**config.mk**
```make
export PLATFORM = sky130hd
export DESIGN_NAME = mul_addtree_pipe
export DESIGN_NICKNAME = d
export VERILOG_FILES = /design/src/rtl/mul_addtree_pipe.sv
export SDC_FILE = /design/constraint.sdc
export NUM_CORES = 1
export LEC_CHECK = 0
export CAP_MARGIN = 20
export CORE_UTILIZATION = 25
export CTS_BUF_LIST = sky130_fd_sc_hd__clkbuf_8
export DETAILED_ROUTE_END_ITERATION = 8
export PLACE_DENSITY_LB_ADDON = 0.1
export REMOVE_ABC_BUFFERS = 1
export SYNTH_ARGS = -nofsm -noshare
export SYNTH_HDL_FRONTEND = slang
export SYNTH_SLANG_ARGS = --single-unit
```
**constraint.sdc**
```tcl
create_clock -name clk -period 2.5 [get_ports clk]
set_input_delay 0.625 -clock clk [delete_from_list [all_inputs] [get_ports clk]]
set_output_delay 0.625 -clock clk [all_outputs]
set_load 0.02 [all_outputs]
```
**src/rtl/mul_addtree_pipe.sv**
```systemverilog
// -----------------------------------------------------------------------------
// mul_addtree_pipe
//   Unsigned W x W multiplier. The W shifted partial products are reduced by
//   a pipelined binary adder tree that has one register level per tree level.
//   Latency is LAT = clog2(W) enabled cycles. The block accepts one operand
//   pair per enabled cycle. A valid sideband travels through the pipeline with
//   the data. A clock enable stalls the whole pipeline.
//
//   Optional feature macro: MUL_ADDTREE_ACC_EN
//     When it is defined, a (2W+8)-bit multiply-accumulate register is added.
//     It is fed by the out/out_valid beat stream.
//
// Ports
//   clk        in   1       clock, rising edge
//   clr        in   1       asynchronous active-low reset
//   ce         in   1       clock enable; 0 freezes the data and valid pipeline
//   in_valid   in   1       x/y qualify this cycle
//   x, y       in   W       unsigned operands
//   out_valid  out  1       out holds a valid product
//   out        out  2W      product x*y
//   acc_clr    in   1       accumulator restart   (MUL_ADDTREE_ACC_EN only)
//   acc        out  2W+8    running accumulation  (MUL_ADDTREE_ACC_EN only)
// -----------------------------------------------------------------------------
module mul_addtree_pipe #(
  parameter int W = 4
) (
  input  logic             clk,
  input  logic             clr,
  input  logic             ce,
  input  logic             in_valid,
  input  logic [W-1:0]     x,
  input  logic [W-1:0]     y,
  output logic             out_valid,
  output logic [2*W-1:0]   out
`ifdef MUL_ADDTREE_ACC_EN
  ,
  input  logic             acc_clr,
  output logic [2*W+7:0]   acc
`endif
);

  localparam int LAT = $clog2(W);

  // The tree uses heap numbering. Node i has the children 2i and 2i+1.
  // Leaves W..2W-1 are the combinational partial products.
  // Nodes 1..W-1 are the registered sums.
  // W is a power of two, so every leaf sits at the same depth. Every path
  // from a leaf to the root therefore passes through exactly LAT registers.
  // Node 1 is the root and is the final product.
  logic [2*W-1:0] sum_reg [1:W-1];
  logic [2*W-1:0] node    [2:2*W-1];
  logic [LAT-1:0] vld_reg;

  genvar gi;
  generate
    for (gi = 0; gi < W; gi++) begin : g_leaf
      assign node[W+gi] = y[gi] ? ({{W{1'b0}}, x} << gi) : '0;
    end
    for (gi = 2; gi < W; gi++) begin : g_inner
      assign node[gi] = sum_reg[gi];
    end
  endgenerate

  // Every sum is 2W bits wide. No sum can exceed the full product, so
  // none of these sums can overflow.
  always_ff @(posedge clk or negedge clr) begin
    if (!clr) begin
      for (int i = 1; i < W; i++) sum_reg[i] <= '0;
      vld_reg <= '0;
    end else if (ce) begin
      for (int i = 1; i < W; i++) sum_reg[i] <= node[2*i] + node[2*i+1];
      vld_reg <= (vld_reg << 1) | LAT'(in_valid);
    end
  end

  assign out       = sum_reg[1];
  assign out_valid = vld_reg[LAT-1];

`ifdef MUL_ADDTREE_ACC_EN
  logic [2*W+7:0] acc_reg;

  // acc_clr on a valid beat restarts the sum with that beat's product.
  // acc_clr without a beat clears the sum to zero.
  // The sum wraps silently once the 8 guard bits are used up.
  always_ff @(posedge clk or negedge clr) begin
    if (!clr) begin
      acc_reg <= '0;
    end else if (ce) begin
      if (out_valid)
        acc_reg <= (acc_clr ? '0 : acc_reg) + {8'd0, out};
      else if (acc_clr)
        acc_reg <= '0;
    end
  end

  assign acc = acc_reg;
`endif

endmodule

```
==> results.rst <==
.. list-table::
   :header-rows: 1

   * - Metric
     - Value
   * - Later-pin clock latency in the skew report
     - around 0.26 ns
   * - Relative slew slack
     - 74.7%
   * - Number of clock sinks
     - 22
   * - Floorplan die area
     - between 5000 and 6000 µm²
   * - Maximum root-to-sink buffer count
     - 2
   * - Total negative slack
     - 0 ns
   * - Global-route total usage across every layer
     - a little over a tenth
   * - Hold_ws
     - between 0.5 and 0.6 ns
   * - TritonCTS Buffers
     - 3
   * - CTS hold repair buffers
     - 0
   * - Synth Flop Type
     - dfrtp_1
   * - Share of the clock period used by the worst path after layout
     - around 87%
   * - LEAKAGE
     - between 0.7 and 0.8 nW
   * - Minimum period implied by the final worst setup slack
     - approximately 2.2 ns
   * - Number of instances in the synthesized netlist
     - about 130
   * - Mean post-synth cell area
     - between 10 and 15 µm²
   * - Layout overhead on the synthesized area
     - 26.9%
   * - Wire length of the first global-routing pass
     - approximately 4.6 mm
   * - Most frequent standard cell in the layout excluding fill and tap cells
     - dfrtp_1
   * - Routed wire length
     - 2.64 mm
   * - Post-CTS Setup Repair Bufs
     - 0
   * - Classification of the worst-slack hold path
     - reg -> reg
   * - Share of the synthesized area in the top cell type
     - around two fifths
   * - Total of warnings raised by yosys
     - 0
   * - Number of DRC violations after detailed-routing iteration 0
     - 22
   * - Ys async rst share
     - 100%
   * - Remaining DRCs
     - 0
   * - Crit Path Max Fanout
     - 4
   * - Number of global-route vias before repair
     - about 990
   * - Type of destination of the critical path
     - flip-flop
   * - Number of violations of the max-capacitance limit
     - 0
   * - Worst path required time
     - between 2 and 3 ns
   * - X dimension of the die
     - roughly 75 µm
   * - First-pass iteration count of the detailed router
     - 4
   * - Filler Cell Count
     - 563
   * - Worst IR Drop VDD
     - between 150 and 200 µV
   * - Leftover overflow at the end of global routing
     - 0
   * - Worst path arrival time
     - 2.32 ns
   * - Clock tree from TritonCTS
     - built
   * - Diodes inserted
     - 0
   * - Maximum level of the CTS H-tree
     - 1
   * - Post-DP HPWL
     - 1.97 mm
   * - Distinct cell type count after synthesis
     - 27
   * - Share of synthesized area occupied by flip-flops and latches
     - 41.1%
   * - Clock transition time at the flip-flop clock pins of the worst setup and hold paths
     - ~0.08 ns
   * - Number of placed I/O pins
     - 21
   * - Wirelength per Cell
     - around 12 µm
   * - Buffers on Ports
     - 20
   * - Number of antenna violations at the first check in global routing
     - 0
   * - Synth area leaders
     - dfrtp_1 (41%), ha_1 (9.3%), mux2_2 (8.4%)
   * - Cell at the root of the clock tree
     - clkbuf_8
   * - Share of post-route cells with drive strength above 1
     - between 10% and 20%
   * - Number of setup violations in the final report
     - 0
   * - Core ar.
     - about 5000 µm²
   * - Die Ht
     - approximately 75 µm
   * - Synthesized cell area
     - around 1300 µm²
   * - Starting utilization of the core area
     - about a quarter
   * - Critical Setup Path Class
     - in -> reg
   * - Synth area leader
     - dfrtp_1
   * - Commonest non-fill, non-tap cells in the layout
     - dfrtp_1 (22), clkdlybuf4s50_1 (20), inv_1 (14)
   * - Total chip power
     - about 1.0 mW
   * - Post-route ant nets
     - 0
   * - Rows
     - 26
   * - Post-synth EDFFs
     - 0
   * - Vias
     - between 1000 and 1500
   * - Fin Clk Skew
     - 0.00183 ns
   * - Outcome
     - complete, no violations
   * - Resize count post-CTS
     - 0
   * - Largest net degree at the start of global routing
     - between 40 and 50
   * - Post-synthesis register bit count
     - 22
   * - Max reg flops
     - 12
   * - Startpoint Class
     - input port
   * - GPL Wtd Cong
     - 0.759
   * - Transition time of the tightest slew-check pin
     - between 0.3 and 0.4 ns
   * - Pins over their slew limit
     - 0
   * - F_max
     - ~460 MHz
   * - Final layout net count
     - approximately 180
   * - Endpoints failing hold
     - 0
   * - Vias per cell
     - about 4.6
   * - Pwr/cell area
     - between 500 and 600 nW/µm²
   * - Setup repair after global routing missed its margin
     - no
==> through the flow <==
stage / util [%] / area, µm² / std cells / worst slack [ns]
after global routing: 33.1 / 1700 / 222 / 0.254
final: 33.1 / 1700 / 222 / 0.331
after floorplan: - / 1310 / 124 / 0.687
after CTS: 33.1 / 1700 / 222 / 0.343
after global placement: 32.0 / 1640 / 218 / 0.114
after detailed placement: 32.0 / 1640 / 218 / 0.0628
==> logic make-up (layout without fill, tap and decap cells) <==
family                     Yosys count  count (layout)  synth area share [%]
and+or+nand+nor                     36              36                  16.6
AOI/OAI and AO/OA                   25              25                  11.5
DFF                                 22              22                  41.1
buffers and inverters               18              42                  5.79
adders and majority gates           13              13                  13.8
muxes                               11              11                  9.16
xor gates and xnor gates             3               3                  1.96
==> final timing paths <==
path | slack (ns) | depth (start not counted) | from | end
worst min-delay path | 0.51 | 1 | node[41] | node[41]
worst max register to register | 0.93 | 5 | node[34] | out[6]
worst max-delay path | 0.33 | 7 | x[1] | node[37]
min in group asynchronous | 0.72 | 2 | clr | vld_reg[1]
max in group asynchronous | 1.55 | 2 | clr | node[44]
worst min register to register | 0.51 | 1 | node[41] | node[41]
==> critical path: stages <==
cell and delay, ns:
clkdlybuf4s50_1 0.53, and2_1 0.15, ha_1 0.17, inv_1 0.05, fa_1 0.40, xnor2_1 0.14, mux2_2 0.26
==> where the power goes <==
part / switching (mW) / internal (mW)
combinational: 0.153 / 0.164
sequential: 0.0322 / 0.413
clock: 0.116 / 0.140
==> cell usage after synthesis (2+ instances only) <==
cell type,n
a211oi_1,2
a21oi_1,6
a31oi_1,3
and2_1,10
and4b_1,3
buf_2,2
buf_4,2
dfrtp_1,22
fa_1,3
ha_1,10
inv_1,14
mux2_2,10
nand2_1,4
nand3_1,7
nand4b_1,2
nor2_1,2
nor2b_1,5
o2111ai_1,3
o21ai_0,7
o22ai_1,2
xnor2_1,3
==> final cells by class <==
cell class                 instances  area (µm²)  area share [%]
multi-input combinational         88         711            41.8
clock buffer                       4        55.1            3.24
sequential                        22         551            32.4
timing repair buffer              24         243            14.3
inverter                          14        52.6            3.09
tap                               70        87.6            5.15
==> per-layer routing <==
layer	up-vias	global-route usage (%)	routed length, µm
met3	2	1.61	63
met1	506	14.8	1340
met2	18	17.3	1220
met5	-	0	0
li1	500	-	-
met4	0	3.70	19
No activity file was read; power rests on OpenSTA's default activity.
